File: src/rtl/score_bcd_counter_pkg.sv
// Shared game package for the score keeper and the HUD top level.
// Holds the BCD digit width, the display blank code, the nine constant
// and a helper that blanks leading zeros of a packed BCD vector.
package score_bcd_counter_pkg;

  localparam int               BCD_W      = 4;
  localparam logic [BCD_W-1:0] BLANK_CODE = 4'hF;
  localparam logic [BCD_W-1:0] DIGIT_NINE = 4'd9;

  // Widest vector the helper handles; callers zero-extend into it and
  // truncate the result back to their own width.
  localparam int MAX_DIGITS = 8;
  localparam int MAX_VEC_W  = BCD_W * MAX_DIGITS;

  // Replace every leading zero digit above the LSD with blank_code.
  // Only the lowest n_digits digits are considered; the LSD always shows.
  function automatic logic [MAX_VEC_W-1:0] bcd_blank(
    input logic [MAX_VEC_W-1:0] vec,
    input int                   n_digits,
    input logic [BCD_W-1:0]     blank_code
  );
    logic [MAX_VEC_W-1:0] res;
    logic                 leading;
    res     = vec;
    leading = 1'b1;
    for (int k = MAX_DIGITS - 1; k >= 1; k--) begin
      if (k < n_digits) begin
        if (leading && (vec[k*BCD_W +: BCD_W] == '0)) begin
          res[k*BCD_W +: BCD_W] = blank_code;
        end else begin
          leading = 1'b0;
        end
      end
    end
    return res;
  endfunction

endpackage

File: src/rtl/score_bcd_counter_digit_cell.sv
// One BCD digit of the live score.
// Ports:
//   iClk, iRstN : clock, asynchronous active-low reset
//   iClear      : synchronous clear of the digit (wins over stepping)
//   iInc        : increment enable for the whole counter this cycle
//   iCarry      : all lower digits are nine (constant 1 for the LSD)
//   oCarry      : this digit and all lower digits are nine
//   oDigit      : current digit value, always 0..9
module bcd_digit_cell
  import score_bcd_counter_pkg::*;
(
  input  logic             iClk,
  input  logic             iRstN,
  input  logic             iClear,
  input  logic             iInc,
  input  logic             iCarry,
  output logic             oCarry,
  output logic [BCD_W-1:0] oDigit
);

  logic [BCD_W-1:0] digit_q;
  logic [BCD_W-1:0] digit_d;
  logic             is_nine;

  assign is_nine = (digit_q == DIGIT_NINE);

  // The carry chain doubles as an "all lower digits are nine" probe, so the
  // MSD carry-out is the saturation flag and a digit steps only when every
  // digit below it is about to wrap.
  assign oCarry = iCarry & is_nine;
  assign oDigit = digit_q;

  always_comb begin
    digit_d = digit_q;
    if (iClear) begin
      digit_d = '0;
    end else if (iInc && iCarry) begin
      digit_d = is_nine ? '0 : digit_q + BCD_W'(1);
    end
  end

  always_ff @(posedge iClk or negedge iRstN) begin
    if (!iRstN) begin
      digit_q <= '0;
    end else begin
      digit_q <= digit_d;
    end
  end

endmodule

File: src/rtl/score_bcd_counter.sv
// Game score keeper feeding the seven-segment digit renderers.
// Counts rising edges of iScoreInc in packed BCD with saturation at all
// nines, tracks a session high score, and presents frame-stable,
// leading-zero-blanked digit codes that only change on iFrameStart.
// Ports:
//   iClk, iRstN  : clock, asynchronous active-low reset
//   iScoreInc    : score event level (rising edge counts once)
//   iClear       : synchronous new-game clear of the live score
//   iFrameStart  : one-cycle pulse at the start of vertical blanking
//   oDigits      : displayed live score, LSD in [3:0], blanked
//   oHighDigits  : displayed high score, same format
//   oNewHigh     : live score has beaten the high score since last clear
//   oSaturated   : live score is all nines (one cycle latency)
module score_bcd_counter #(
  parameter int         N_DIGITS   = 3,
  parameter logic [3:0] BLANK_CODE = 4'hF
) (
  input  logic                  iClk,
  input  logic                  iRstN,
  input  logic                  iScoreInc,
  input  logic                  iClear,
  input  logic                  iFrameStart,
  output logic [4*N_DIGITS-1:0] oDigits,
  output logic [4*N_DIGITS-1:0] oHighDigits,
  output logic                  oNewHigh,
  output logic                  oSaturated
);

  import score_bcd_counter_pkg::*;

  localparam int               DIG_W    = BCD_W * N_DIGITS;
  localparam logic [DIG_W-1:0] DISP_RST = DIG_W'(bcd_blank('0, N_DIGITS, BLANK_CODE));

  logic             inc_prev_q, inc_prev_d;
  logic [DIG_W-1:0] high_q, high_d;
  logic             new_high_q, new_high_d;
  logic             sat_q, sat_d;
  logic [DIG_W-1:0] disp_q, disp_d;
  logic [DIG_W-1:0] disp_high_q, disp_high_d;

  logic                inc_pulse;
  logic                inc_en;
  logic                all_nines;
  logic [N_DIGITS:0]   lower_nines;
  logic [DIG_W-1:0]    live;
  logic [N_DIGITS-1:0] dig_gt;
  logic [N_DIGITS-1:0] dig_eq;
  logic                live_gt_high;

  // A zero previous sample means a level held high out of reset counts once.
  assign inc_pulse = iScoreInc & ~inc_prev_q;
  assign inc_en    = inc_pulse & ~all_nines;

  assign lower_nines[0] = 1'b1;
  assign all_nines      = lower_nines[N_DIGITS];

  for (genvar k = 0; k < N_DIGITS; k++) begin : g_digit
    bcd_digit_cell u_cell (
      .iClk   (iClk),
      .iRstN  (iRstN),
      .iClear (iClear),
      .iInc   (inc_en),
      .iCarry (lower_nines[k]),
      .oCarry (lower_nines[k+1]),
      .oDigit (live[k*BCD_W +: BCD_W])
    );

    assign dig_gt[k] = live[k*BCD_W +: BCD_W] >  high_q[k*BCD_W +: BCD_W];
    assign dig_eq[k] = live[k*BCD_W +: BCD_W] == high_q[k*BCD_W +: BCD_W];
  end

  // MSD-first priority chain: the first unequal digit decides the compare.
  always_comb begin
    logic decided;
    live_gt_high = 1'b0;
    decided      = 1'b0;
    for (int k = N_DIGITS - 1; k >= 0; k--) begin
      if (!decided && !dig_eq[k]) begin
        live_gt_high = dig_gt[k];
        decided      = 1'b1;
      end
    end
  end

  always_comb begin
    inc_prev_d  = iScoreInc;
    high_d      = high_q;
    new_high_d  = new_high_q;
    sat_d       = all_nines;
    disp_d      = disp_q;
    disp_high_d = disp_high_q;

    if (live_gt_high) begin
      high_d     = live;
      new_high_d = 1'b1;
    end
    if (iClear) begin
      new_high_d = 1'b0;
    end

    // Latch the current registers, so an increment on the same edge shows
    // up only at the following frame.
    if (iFrameStart) begin
      disp_d      = DIG_W'(bcd_blank(MAX_VEC_W'(live),   N_DIGITS, BLANK_CODE));
      disp_high_d = DIG_W'(bcd_blank(MAX_VEC_W'(high_q), N_DIGITS, BLANK_CODE));
    end
  end

  always_ff @(posedge iClk or negedge iRstN) begin
    if (!iRstN) begin
      inc_prev_q  <= 1'b0;
      high_q      <= '0;
      new_high_q  <= 1'b0;
      sat_q       <= 1'b0;
      disp_q      <= DISP_RST;
      disp_high_q <= DISP_RST;
    end else begin
      inc_prev_q  <= inc_prev_d;
      high_q      <= high_d;
      new_high_q  <= new_high_d;
      sat_q       <= sat_d;
      disp_q      <= disp_d;
      disp_high_q <= disp_high_d;
    end
  end

  assign oDigits     = disp_q;
  assign oHighDigits = disp_high_q;
  assign oNewHigh    = new_high_q;
  assign oSaturated  = sat_q;

endmodule

File: config.mk
export PLATFORM = sky130hd
export DESIGN_NAME = score_bcd_counter
export DESIGN_NICKNAME = d
export VERILOG_FILES = /design/src/rtl/score_bcd_counter_pkg.sv /design/src/rtl/score_bcd_counter_digit_cell.sv /design/src/rtl/score_bcd_counter.sv
export SDC_FILE = /design/constraint.sdc
export NUM_CORES = 1
export LEC_CHECK = 0
export BUFFER_PORTS_ARGS = -buffer_cell sky130_fd_sc_hd__buf_2
export CORE_MARGIN = 5
export CORE_UTILIZATION = 42
export DETAILED_ROUTE_END_ITERATION = 12
export PLACE_DENSITY_LB_ADDON = 0.05
export SETUP_SLACK_MARGIN = 0.2
export SLEW_MARGIN = 25
export SYNTH_ARGS = -nofsm -noshare
export SYNTH_HDL_FRONTEND = slang
export SYNTH_SLANG_ARGS = --single-unit
File: constraint.sdc
create_clock -name iClk -period 3.1 [get_ports iClk]
set_input_delay 0.465 -clock iClk [delete_from_list [all_inputs] [get_ports iClk]]
set_output_delay 0.465 -clock iClk [all_outputs]
set_load 0.02 [all_outputs]
# Word level (Yosys, flattened, before mapping)
# Cells that the tools add are included.
[word_totals]
ff_bits = 51
output_inout_bits = 26
elab_cells = 68
[classes]
addsub = 3
order_cmp = 3
n_eq_ne = 6
n_mux = 24
n_bitwise = 6
reduce_logical = 17
[ops]
columns = ["op", "n"]
rows = [
  ["4-bit 2-to-1 mux", 13],
  ["4-bit logical NOT", 4],
  ["4-bit by 1-bit adder with 4-bit output, second input constant", 3],
  ["4-bit equality test", 3],
  ["4-bit equality test, second input constant", 3],
  ["4-bit greater-than comparator", 3],
  ["1-bit 2-to-1 mux", 11],
  ["2-bit nonzero test", 4],
  ["1-bit logical AND", 6],
  ["1-bit AND", 4],
  ["1-bit logical NOT", 3],
  ["1-bit inverter", 2],
]

# Logic depth before layout (Yosys ltp)
[depth]
ltp_word = 9
depth_mapped = 8
depth_no_buf = 7

# Modules after synthesis
# A second synthesis with hierarchy kept.
[hier_totals]
hier_cells = 228
hier_area_um2 = 2588.7
[by_module_without_submodules]
columns = ["module", "n_inst", "cells_each", "area_per_inst_um2", "seq_area_each_um2"]
rows = [
  ["score_bcd_counter", 1, 150, 1871.8, 996.0],
  ["bcd_digit_cell", 3, 26, 239.0, 100.1],
]

# Worst setup path before layout
# Ideal clock, no wire load.
[synth_path]
path_type = "reg2reg"
start = "register g_digit[1].u_cell.digit_q[0]"
end = "register high_q[10]"
setup_ns = 0.125
arrival_ns = 2.039
slack_ns = 0.935
stages_incl_launch_ff = 9
path_buffers = 1
synth_period_minus_slack_ns = 2.165
path_cell_list = "dfrtp_1 inv_1 ha_1 nand2b_4 a2111oi_4 a21oi_1 a32o_2 buf_6 mux2_4"
[synth_between]
elab_chain_cells = 7
word_cells_on_any_way = 9
classes_between = "order compare: 1; eq/ne: 1; mux: 3; reduce/logical: 4"
[synth_rtl]
columns = ["element", "line", "source"]
rows = [
  ["start, declared", "score_bcd_counter_digit_cell.sv:21", "logic [BCD_W-1:0] digit_q;"],
  ["start signal, assigned", "score_bcd_counter_digit_cell.sv:46", "digit_q <= digit_d;"],
  ["4-bit equality test", "score_bcd_counter.sv:69", "assign dig_eq[k] = live[k*BCD_W +: BCD_W] == high_q[k*BCD_W +: BCD_W];"],
  ["1-bit logical NOT", "score_bcd_counter.sv:78", "if (!decided && !dig_eq[k]) begin"],
  ["1-bit logical AND", "score_bcd_counter.sv:78", ""],
  ["1-bit 2-to-1 mux", "score_bcd_counter.sv:78", ""],
  ["1-bit logical NOT", "score_bcd_counter.sv:78", ""],
  ["1-bit logical AND", "score_bcd_counter.sv:78", ""],
  ["1-bit 2-to-1 mux *", "score_bcd_counter.sv:78", ""],
  ["end signal, assigned", "score_bcd_counter.sv:119", "high_q <= high_d;"],
  ["end, declared", "score_bcd_counter.sv:35", "logic [DIG_W-1:0] high_q, high_d;"],
]
# Mark *: on every way between the ends. The rest lies on a longest branch, timed or not.
# A chain may end at the register's enable or synchronous reset.

# Final worst setup path
[layout_path]
start = "register g_digit[1].u_cell.digit_q[0]"
end = "register high_q[7]"
# The elaborated chain is that of the path after synthesis.

==> results.md <==
- The combined global-route utilization of all metal layers is 0.1424.
- Each instance of the synthesized netlist takes up on average 11.22 um2.
- The routability congestion estimate from global placement is 0.7560.
- In the final design database the tool counted 284 nets.
- The shortest period the worst path allows is 2.322 ns.
- After detailed routing, the average wire length per cell comes to 14.53 um.
- The classification of the worst-slack hold path is primary input to asynchronous set/reset pin.
- Clock tree synthesis found a total of 51 sinks.
- Entering global routing, the biggest net connects 46 pins.
- The worst hold slack is 0.1604 ns.
- Of the total synthesized cell area, the portion taken by AND, OR, NAND and NOR gates is 0.1321.
- The Yosys warning count is 0.
- The critical path start-end classification is flip-flop to flip-flop.
- The first global-routing pass estimated 8.583 mm of wire.
- The total overflow reported by the global router is 0.
- Of the available clock period, the critical path in the final layout requires 0.7491.
- The fraction of synthesized cell area taken by the top area cell type is 0.3438.
- The height of the chip is 87.88 um.
- By count the netlist is led by sky130_fd_sc_hd__dfrtp_1, sky130_fd_sc_hd__nor2_1, sky130_fd_sc_hd__ha_1, sky130_fd_sc_hd__inv_1, sky130_fd_sc_hd__dfstp_2.
- The transition time at the pin with the least slew margin is 0.8173 ns.
- Counting every net in the synthesized netlist gives 252.
- The synthesized design spends more area on one cell type than any other, namely sky130_fd_sc_hd__dfrtp_1.
- The total of max-cap violations is 0.
- The number of slew-limit violations in the final report is 0.
- The routed design has 4.867 mm of wire.
- Of the total synthesized cell area, the portion taken by XOR and XNOR cells is 0.01719.
- Counting the buffers created by CTS gives 5.
- STA classifies the critical path endpoint as a flip-flop.
- Setup repair after global routing left no endpoint under its margin.
- Of the total synthesized cell area, the portion taken by full adders, half adders and majority gates is 0.09823.
- Based on the critical path, the design can be clocked at up to 0.4306 GHz.
- The gate count after technology mapping is 227.
- The tree is rooted in a sky130_fd_sc_hd__clkbuf_8.
- The layout has 565 filler cells.
- The number of global-route vias before repair is 1829.
- The antenna diode instance count is 0.
- The synthesized netlist occupies a cell area of 0.002547 mm2.
- The count of buffers added by post-CTS timing repair for setup is 0.
- The clock insertion delay at the later pin of the skew report is 0.29 ns.
- After detailed routing, the number of vias per cell comes to 5.087.
- The first detailed-routing pass took 4 iterations.
- The via count is 1704.
- The maximum buffer depth of the clock tree is 2.
- In this run the remaining antenna-violating nets after routing total 0.
- For this run, the register share of the synthesized area comes to 0.5088.
- The clock-pin slew on the worst setup and hold paths is 0.09 ns.
- Summing all flip-flop and latch instances after layout gives 0.001296 mm2.
- By area the synthesized netlist is led by sky130_fd_sc_hd__dfrtp_1, sky130_fd_sc_hd__dfstp_2, sky130_fd_sc_hd__ha_1, sky130_fd_sc_hd__mux2_2, sky130_fd_sc_hd__nor2_1.
- Gates resized during post-CTS repair numbered 0.
- The placed wire-length estimate after detailed placement is 3.563 mm.
- Of all flip-flops after synthesis, the portion carrying an async set or reset was 1.000.
- The initial antenna violation count is 0.
- The register-to-register setup slack is 0.78 ns.
- STA classifies the critical path startpoint as a flip-flop.
- The most used standard cell by instance count after synthesis is sky130_fd_sc_hd__dfrtp_1.
- The setup violation total in the final timing report is 0.
- The required time at the worst-slack endpoint is 3.28 ns.
- Power spread over the standard cell area amounts to 623.3 mW/mm2.
- The CTS tree is built.
- After detailed routing, the number of remaining DRC violations is 0.
- The static power due to leakage is 1.326 nW.
- The run finished with clean final reports.
- The initial utilization of the core area, before any placement, comes to 0.4303.
- The largest voltage drop on the vdd net is 302.3 uV.
- The total area inside the core boundary comes to 0.005921 mm2.
- The mux cell area share after synthesis is 0.09381.
- The maximum fanout along the worst path is 13.
- The area taken by multi-input logic gates is 0.001154 mm2.
- The synthesized design contains 51 register bits.
- Compared with the post-synthesis result, the final layout area differs by 11.98%.
- The share of layout cells above drive strength 1 is 0.2885.
- On the final layout, the worst clock skew is 0.004909 ns.
- The most used flip-flop cell after synthesis is sky130_fd_sc_hd__dfrtp_1.
- The worst pin sits at a relative slew slack of 0.4501.
- Counting distinct cell types in the post-synthesis netlist gives 36.
- The fraction of the mapped netlist area in compound gates is 0.1115.
- By area, the combinational part of the netlist is dominated by simple AND/OR/NAND/NOR gates.
- The maximum level of the CTS H-tree is 2.
- In this run, the number of DRC markers left after iteration 0 of detailed routing was 39.
- For this design, the CTS-stage hold fixing added 0 buffers.
- Port buffering added 30 buffers.
- The count of flip-flops with a built-in enable after synthesis is 0.
- The die area is 0.007723 mm2.
- The final setup TNS is 0 ns.
- The die extent in x is 87.88 um.
- The number of hold-slack violations in the final timing report is 0.
- The signal arrival time at the worst endpoint is 2.50 ns.
- The number of top-level pins is 31.
- Row generation in the floorplan step produced 28 rows.
-- report_power, final --
part | total [mW] | internal, mW | switching (mW) | leakage [nW]
clock network | 0.361 | 0.159 | 0.202 | 0.0422
registers | 0.831 | 0.771 | 0.0595 | 0.646
logic | 0.586 | 0.275 | 0.312 | 0.638
-- kinds of logic (layout without fill, tap and decap cells) --
logic type,count (synthesis),count (layout)
buffers and inverters,24,57
DFF,51,51
muxes,20,20
and+or+nand+nor,66,66
xor gates and xnor gates,5,5
adders and majority gates,20,20
AOI/OAI and AO/OA,41,41
-- layout by cell type, fill, tap and decap left out, types with 4 or more instances in the layout --
master | Yosys | final
sky130_fd_sc_hd__nand2_1 | 9 | 9
sky130_fd_sc_hd__xnor2_1 | 4 | 4
sky130_fd_sc_hd__nor2_1 | 30 | 30
sky130_fd_sc_hd__ha_1 | 20 | 20
sky130_fd_sc_hd__nand3b_1 | 4 | 4
sky130_fd_sc_hd__clkbuf_8 | 0 | 5
sky130_fd_sc_hd__mux2i_1 | 4 | 4
sky130_fd_sc_hd__dfrtp_1 | 35 | 35
sky130_fd_sc_hd__dfstp_2 | 16 | 16
sky130_fd_sc_hd__mux2_4 | 5 | 5
sky130_fd_sc_hd__mux2_2 | 11 | 11
sky130_fd_sc_hd__o21ai_0 | 10 | 10
sky130_fd_sc_hd__a21oi_1 | 14 | 14
sky130_fd_sc_hd__nand4_1 | 4 | 4
sky130_fd_sc_hd__inv_1 | 18 | 18
sky130_fd_sc_hd__o22a_1 | 8 | 8
sky130_fd_sc_hd__buf_2 | 0 | 29
-- final timing paths --
path	from	end	depth (start not counted)
max	g_digit[1].u_cell.oDigit[0]$_DFFE_PN0P_	high_q[7]$_DFFE_PN0P_	7
min	iRstN	g_digit[2].u_cell.oDigit[0]$_DFFE_PN0P_	1
max reg2reg	g_digit[1].u_cell.oDigit[0]$_DFFE_PN0P_	high_q[7]$_DFFE_PN0P_	7
min reg2reg	oDigits[8]$_DFFE_PN1P_	oDigits[8]$_DFFE_PN1P_	2
max in group asynchronous	iRstN	oDigits[9]$_DFFE_PN1P_	2
min in group iClk	iScoreInc	inc_prev_q$_DFF_PN0_	1
-- routing by layer --
layer | track usage | up-vias | part of all wire | wire, um
met5 | 0 | - | 0 | 0
met4 | 0.04184 | 0 | 0.0090 | 44
met3 | 0.02728 | 5 | 0.044 | 214
met2 | 0.2384 | 34 | 0.48 | 2322
met1 | 0.1876 | 815 | 0.47 | 2286
li1 | - | 850 | - | -
-- through the flow --
| stage | power (mW) | std cells | instance area, um2 | util | worst slack, ns |
|---|---|---|---|---|---|
| global placement | 1.434 | 327 | 2769 | 0.4677 | 0.8402 |
| global route | 1.896 | 335 | 2853 | 0.4818 | 0.6307 |
| finish | 1.778 | 335 | 2853 | 0.4818 | 0.7779 |
| detailed placement | 1.443 | 327 | 2769 | 0.4677 | 0.7765 |
| floorplan | 1.323 | 227 | 2547 | - | 0.9354 |
| CTS | 1.815 | 335 | 2850 | 0.4814 | 0.7565 |
-- final cells by class --
cell class | count | area share
clock inverters | 1 | 0.001754
clock buffers | 7 | 0.02675
flip-flops and latches | 51 | 0.4544
inverters | 18 | 0.02368
well taps | 75 | 0.03289
multi-input cells | 152 | 0.4044
repair buffers | 31 | 0.05614
-- sequential cells by signal, indices dropped and copies added, names as in the netlist --
name and count:
high_q 12, oSaturated 1, inc_prev_q 1, g_digit.u_cell.oDigit 12, oNewHigh 1, oDigits 12, oHighDigits 12
-- worst max-delay path, cell delays in order (launching register included) --
cell	delay, ns
sky130_fd_sc_hd__dfrtp_1	0.48
sky130_fd_sc_hd__inv_1	0.09
sky130_fd_sc_hd__ha_1	0.30
sky130_fd_sc_hd__nand2b_4	0.16
sky130_fd_sc_hd__a2111oi_4	0.33
sky130_fd_sc_hd__a21oi_1	0.08
sky130_fd_sc_hd__a32o_2	0.42
sky130_fd_sc_hd__mux2_4	0.34
Power figures use the tool's default switching activity.
